==> config.mk <==
export PLATFORM = sky130hd
export DESIGN_NAME = fifo_vc_multi
export DESIGN_NICKNAME = d
export VERILOG_FILES = /design/src/rtl/fifo_vc_multi_pkg.sv /design/src/rtl/vc_queue_ctrl.sv /design/src/rtl/fifo_vc_multi.sv
export SDC_FILE = /design/constraint.sdc
export NUM_CORES = 1
export LEC_CHECK = 0
export BUFFER_PORTS_ARGS = -buffer_cell sky130_fd_sc_hd__buf_4
export CORE_UTILIZATION = 40
export CTS_CLUSTER_DIAMETER = 50
export CTS_CLUSTER_SIZE = 28
export DETAILED_ROUTE_END_ITERATION = 8
export GPL_TIMING_DRIVEN = 0
export MAX_ROUTING_LAYER = met4
export PLACE_DENSITY = 0.58
export SLEW_MARGIN = 20
export SYNTH_ARGS = -nofsm -noshare
export SYNTH_HDL_FRONTEND = slang
export SYNTH_SLANG_ARGS = --single-unit
==> constraint.sdc <==
create_clock -name clk -period 3.1 [get_ports clk]
set_input_delay 0.62 -clock clk [delete_from_list [all_inputs] [get_ports clk]]
set_output_delay 0.62 -clock clk [all_outputs]
set_load 0.01 [all_outputs]
==> src/rtl/fifo_vc_multi_pkg.sv <==
// Shared types and sizing helpers for the multi-VC FIFO.
package fifo_vc_multi_pkg;

    typedef enum logic {
        PAUSE_OFF = 1'b0,
        PAUSE_ON  = 1'b1
    } pause_state_e;

    function automatic int vc_width(input int num_vc);
        return (num_vc > 1) ? $clog2(num_vc) : 1;
    endfunction

    function automatic int depth_of(input int addr_w);
        return 1 << addr_w;
    endfunction

endpackage

==> src/rtl/vc_queue_ctrl.sv <==
// Bookkeeping for one virtual channel: pointers, occupancy, flags, pause and sticky error.
module vc_queue_ctrl
    import fifo_vc_multi_pkg::*;
#(
    parameter int ADDR_W = 2
) (
    input  logic              clk,
    input  logic              reset,
    input  logic              push_req,
    input  logic              pop_req,
    input  logic [ADDR_W:0]   af_thresh,
    input  logic [ADDR_W:0]   ae_thresh,
    input  logic              err_clr,
    output logic              push_ok,
    output logic              pop_ok,
    output logic [ADDR_W-1:0] wr_ptr,
    output logic [ADDR_W-1:0] rd_ptr,
    output logic              empty,
    output logic              full,
    output logic              almost_full,
    output logic              almost_empty,
    output logic              pause,
    output logic              error
);

    localparam logic [ADDR_W:0] DEPTH = (ADDR_W+1)'(depth_of(ADDR_W));
    localparam logic [ADDR_W:0] CNT_ONE = (ADDR_W+1)'(1);
    localparam logic [ADDR_W-1:0] PTR_ONE = ADDR_W'(1);

    logic [ADDR_W:0] count;
    logic [ADDR_W:0] count_next;
    pause_state_e    state;
    pause_state_e    state_next;
    logic            error_next;

    always_comb begin
        empty        = (count == '0);
        full         = (count == DEPTH);
        almost_full  = (count >= af_thresh);
        almost_empty = !empty && (count <= ae_thresh);
        push_ok      = push_req && !full;
        pop_ok       = pop_req && !empty;

        count_next = count;
        if (push_ok && !pop_ok) begin
            count_next = count + CNT_ONE;
        end else if (pop_ok && !push_ok) begin
            count_next = count - CNT_ONE;
        end

        // Set is tested first so overlapping thresholds resolve to paused.
        state_next = state;
        if (count_next >= af_thresh) begin
            state_next = PAUSE_ON;
        end else if (count_next <= ae_thresh) begin
            state_next = PAUSE_OFF;
        end

        error_next = error;
        if ((push_req && full) || (pop_req && empty)) begin
            error_next = 1'b1;
        end else if (err_clr) begin
            error_next = 1'b0;
        end
    end

    always_ff @(posedge clk) begin
        if (reset) begin
            count  <= '0;
            wr_ptr <= '0;
            rd_ptr <= '0;
            state  <= PAUSE_OFF;
            error  <= 1'b0;
        end else begin
            count  <= count_next;
            state  <= state_next;
            error  <= error_next;
            if (push_ok) begin
                wr_ptr <= wr_ptr + PTR_ONE;
            end
            if (pop_ok) begin
                rd_ptr <= rd_ptr + PTR_ONE;
            end
        end
    end

    assign pause = (state == PAUSE_ON);

endmodule

==> src/rtl/fifo_vc_multi.sv <==
// Multi-virtual-channel FIFO: flat shared storage, per-VC control, registered read port.
module fifo_vc_multi
    import fifo_vc_multi_pkg::*;
#(
    parameter int DATA_SIZE = 6,
    parameter int ADDR_W    = 2,
    parameter int NUM_VC    = 2,
    localparam int VC_W     = vc_width(NUM_VC)
) (
    input  logic                 clk,
    input  logic                 reset,
    input  logic                 push,
    input  logic [VC_W-1:0]      push_vc,
    input  logic [DATA_SIZE-1:0] data_in,
    input  logic                 pop,
    input  logic [VC_W-1:0]      pop_vc,
    input  logic [ADDR_W:0]      af_thresh,
    input  logic [ADDR_W:0]      ae_thresh,
    input  logic [NUM_VC-1:0]    err_clr,
    output logic [DATA_SIZE-1:0] data_out,
    output logic                 data_valid,
    output logic [NUM_VC-1:0]    empty,
    output logic [NUM_VC-1:0]    full,
    output logic [NUM_VC-1:0]    almost_full,
    output logic [NUM_VC-1:0]    almost_empty,
    output logic [NUM_VC-1:0]    pause,
    output logic [NUM_VC-1:0]    error
);

    localparam int MEM_W = VC_W + ADDR_W;

    logic [NUM_VC-1:0]    push_hit;
    logic [NUM_VC-1:0]    pop_hit;
    logic [NUM_VC-1:0]    push_ok;
    logic [NUM_VC-1:0]    pop_ok;
    logic [ADDR_W-1:0]    wr_ptr [NUM_VC];
    logic [ADDR_W-1:0]    rd_ptr [NUM_VC];
    logic                 wr_en;
    logic                 rd_en;
    logic [MEM_W-1:0]     wr_addr;
    logic [MEM_W-1:0]     rd_addr;
    logic [DATA_SIZE-1:0] mem [1 << MEM_W];

    // Out-of-range VC indices match no channel, so such requests vanish silently.
    always_comb begin
        push_hit = '0;
        pop_hit  = '0;
        wr_en    = 1'b0;
        rd_en    = 1'b0;
        wr_addr  = '0;
        rd_addr  = '0;
        for (int unsigned v = 0; v < NUM_VC; v++) begin
            push_hit[v] = push && (push_vc == VC_W'(v));
            pop_hit[v]  = pop && (pop_vc == VC_W'(v));
            if (push_ok[v]) begin
                wr_en   = !reset;
                wr_addr = {VC_W'(v), wr_ptr[v]};
            end
            if (pop_ok[v]) begin
                rd_en   = !reset;
                rd_addr = {VC_W'(v), rd_ptr[v]};
            end
        end
    end

    for (genvar g = 0; g < NUM_VC; g++) begin : g_vc
        vc_queue_ctrl #(
            .ADDR_W(ADDR_W)
        ) u_ctrl (
            .clk         (clk),
            .reset       (reset),
            .push_req    (push_hit[g]),
            .pop_req     (pop_hit[g]),
            .af_thresh   (af_thresh),
            .ae_thresh   (ae_thresh),
            .err_clr     (err_clr[g]),
            .push_ok     (push_ok[g]),
            .pop_ok      (pop_ok[g]),
            .wr_ptr      (wr_ptr[g]),
            .rd_ptr      (rd_ptr[g]),
            .empty       (empty[g]),
            .full        (full[g]),
            .almost_full (almost_full[g]),
            .almost_empty(almost_empty[g]),
            .pause       (pause[g]),
            .error       (error[g])
        );
    end

    always_ff @(posedge clk) begin
        if (wr_en) begin
            mem[wr_addr] <= data_in;
        end
    end

    always_ff @(posedge clk) begin
        if (reset) begin
            data_out   <= '0;
            data_valid <= 1'b0;
        end else begin
            data_valid <= rd_en;
            if (rd_en) begin
                data_out <= mem[rd_addr];
            end
        end
    end

endmodule

==> qor.yml <==
floorplanning:
  start_util_pct: 41.0
  num_io_pins: 39
  die_w_um: 99.1
  dieHeight_um: 99.1
  coreArea_um2: 9200
  dieArea_um2: 9830
  rows: 35
synthesis:
  netlist.area_leader.share_pct: 38.2
  yosys.area.top_type: "edfxtp_1"
  synth.mux.area_fraction_pct: 3.45
  synth-seq-area-share_pct: 51.4
  synth.area.top_cells: "edfxtp_1 38%, dfxtp_1 13%, ha_1 9.9%"
  synth_fp_nets: 373
  syn_area_per_cell_um2: 11.7
  synthMostInstantiatedCell: "edfxtp_1"
  synth-edff-count: 48
  synth_xor_area_share_pct: 3.45
  ys_seq_elements: 73
  netlist_instances: 323
  synth_top_family_by_area: "compound AO/OA/AOI/OAI gates"
  synthAdderAreaFrac_pct: 10.5
  syn_area_um2: 3770
  synthTopCellsByCount: "48 x edfxtp_1, 30 x ha_1, 25 x dfxtp_1"
  yosys_warnings: 0
  synth_compound_area_share_pct: 14.4
  synthDistinctLibCells: 49
  ys.flop_type: "edfxtp_1"
  async_reset_ff_share_pct: 0
  synthSimpleGateAreaFrac_pct: 9.88
timing:
  skew_ps: 9.79
  relSlewSlack_pct: 47.3
  slew_violations: 0
  grt_setup_unrepaired: "false"
  setup_violations: 0
  fin_hold_ws_ps: 496
  fmax_mhz: 348
  worstMarginPinSlew_ps: 788
  layout_min_cycle_time_ps: 2870
  period_share_pct: 92.7
  setup_slack_ps: 225
  finalHoldViolCount: 0
clock_tree:
  clock_path_buffers: 2
  path_clk_slew_ps: 80
  cts_buffers: 9
  clock_latency_ps: 350
  postCtsSetupBuffers: 0
  cts_hold_buf: 0
  cts_tree: "done"
  cts_root_buf: "clkbuf_8"
  clock-sinks: 73
  cts_resized: 0
  htreeDepth: 3
global_routing:
  grt_max_degree: 15
  grt_pass1_vias: 2590
  grt_first_pass_wirelength_mm: 13.2
  track_usage_pct: 18.5
  overflow: 0
  antenna_found_initial: 0
drt:
  drtAntennaViolNets: 0
  vias: 2543
  dr.pass1.iters: 4
  drt_iter0_drc: 115
  routed_wl_mm: 8.14
  drc: 0
  routed_via_density: 5.19
  wire_per_inst_um: 16.6
setup_path:
  cp-start-kind: "flop"
  cp.arrival_ps: 3080
  critical_path_class: "flop to flop"
  critical_path_peak_fanout: 6
  crit_path_end_kind: "flop"
  required_ps: 3300
  r2r_setup_slack_ps: 230
run:
  max_cap_viol_count: 0
place:
  pre_cts_ws_ps: 193
  dpl.hpwl_mm: 5.86
  gp_congestion: 0.746
  port_buffers: 38
  place_area_um2: 4230
power_and_ir_drop:
  irDropWorstVdd_mv: 0.252
  leakagePower_nw: 1.78
  p_per_area_nw_per_um2: 605
  p_total_mw: 2.70
cells_and_area:
  finalCoreUtilization_pct: 48.5
  final_nets: 424
  drive_above_1_share_pct: 23.7
  syn_to_final_growth_pct: 18.1
  diodes: 0
  final_area_um2: 4460
worst_hold_path:
  hp-class: "flop to flop"
run_status:
  outcome: "complete, no violations"
-- report_power, final --
group          switching [mW]  leakage [nW]  internal [mW]
Combinational           0.370          1.04          0.351
Sequential             0.0401         0.638           1.09
Clock                   0.382         0.107          0.461
-- per-stage QoR --
stage	cells	TNS, ps
6_report	490	0
3_3_place_gp	472	-274
4_1_cts	490	0
2_1_floorplan	323	0
5_1_grt	490	0
3_5_place_dp	474	0
-- cell type report --
class                           count  area, µm²
Multi-Input combinational cell    200       1600
Clock inverter                      7        101
Sequential cell                    73       1940
Fill cell                         845       4740
Clock buffer                        9        124
Tap cell                          111        139
Inverter                           22       82.6
Buffer                             28        178
Timing Repair Buffer               40        295
-- sequential cells by signal, summed over array words and instances, names as in the netlist --
signal,cells
mem,48
data_out,6
g_vc.u_ctrl.count,6
g_vc.u_ctrl.rd_ptr,4
g_vc.u_ctrl.wr_ptr,4
g_vc.u_ctrl.error,2
g_vc.u_ctrl.pause,2
data_valid,1
-- worst paths after layout --
check	from	to	cells after the start
max	g_vc[1].u_ctrl.count[0]$_SDFF_PP0_	g_vc[1].u_ctrl.pause$_SDFFE_PP0P_	13
min reg2reg	g_vc[0].u_ctrl.error$_SDFFE_PP0P_	g_vc[0].u_ctrl.error$_SDFFE_PP0P_	2
min	g_vc[0].u_ctrl.error$_SDFFE_PP0P_	g_vc[0].u_ctrl.error$_SDFFE_PP0P_	2
max reg2reg	g_vc[1].u_ctrl.count[0]$_SDFF_PP0_	g_vc[1].u_ctrl.pause$_SDFFE_PP0P_	13
-- cells in the final DEF, fill, tap and decap left out, types with 3 or more instances in the layout --
cell	netlist	final
a211o_1	6	6
a211oi_1	6	6
a21o_1	8	8
a21oi_1	16	16
a311oi_1	6	6
a31oi_1	3	3
and2_1	6	6
buf_2	4	6
buf_4	14	52
clkbuf_1	6	6
clkbuf_8	0	9
dfxtp_1	25	25
edfxtp_1	48	48
ha_1	30	30
inv_1	21	21
inv_6	0	3
mux2i_1	13	13
nand2_1	17	17
nand2b_1	7	7
nand3_1	5	5
nor2_1	16	16
nor2b_1	4	4
o211ai_1	10	10
o221ai_1	6	6
xnor2_1	8	8
xor2_1	5	5
-- critical path, cell delays in order, from the launching register on --
cell and delay [ps]:
dfxtp_1 320, inv_1 180, ha_1 250, and2_1 150
buf_2 160, or2_1 120, buf_4 160, a21oi_1 80
o31ai_1 420, ha_1 340, nor2b_1 140, o21a_1 160
o211ai_1 180, a21oi_1 90
-- cells by family after synthesis --
kind of cell / count (synthesis)
buf+inv: 50
mux: 13
simple gates: 69
fa+ha+maj: 32
compound gates: 72
flops: 73
xor+xnor: 14
-- per-layer routing --
metal	wire length, µm	GRT usage [%]	vias to the layer above
met5	0	-	-
met4	104	5.77	0
met3	283	4.29	8
met2	3720	28.8	49
met1	4030	24.0	1215
li1	-	-	1271
Note: power is estimated with default switching activity, not from simulation.
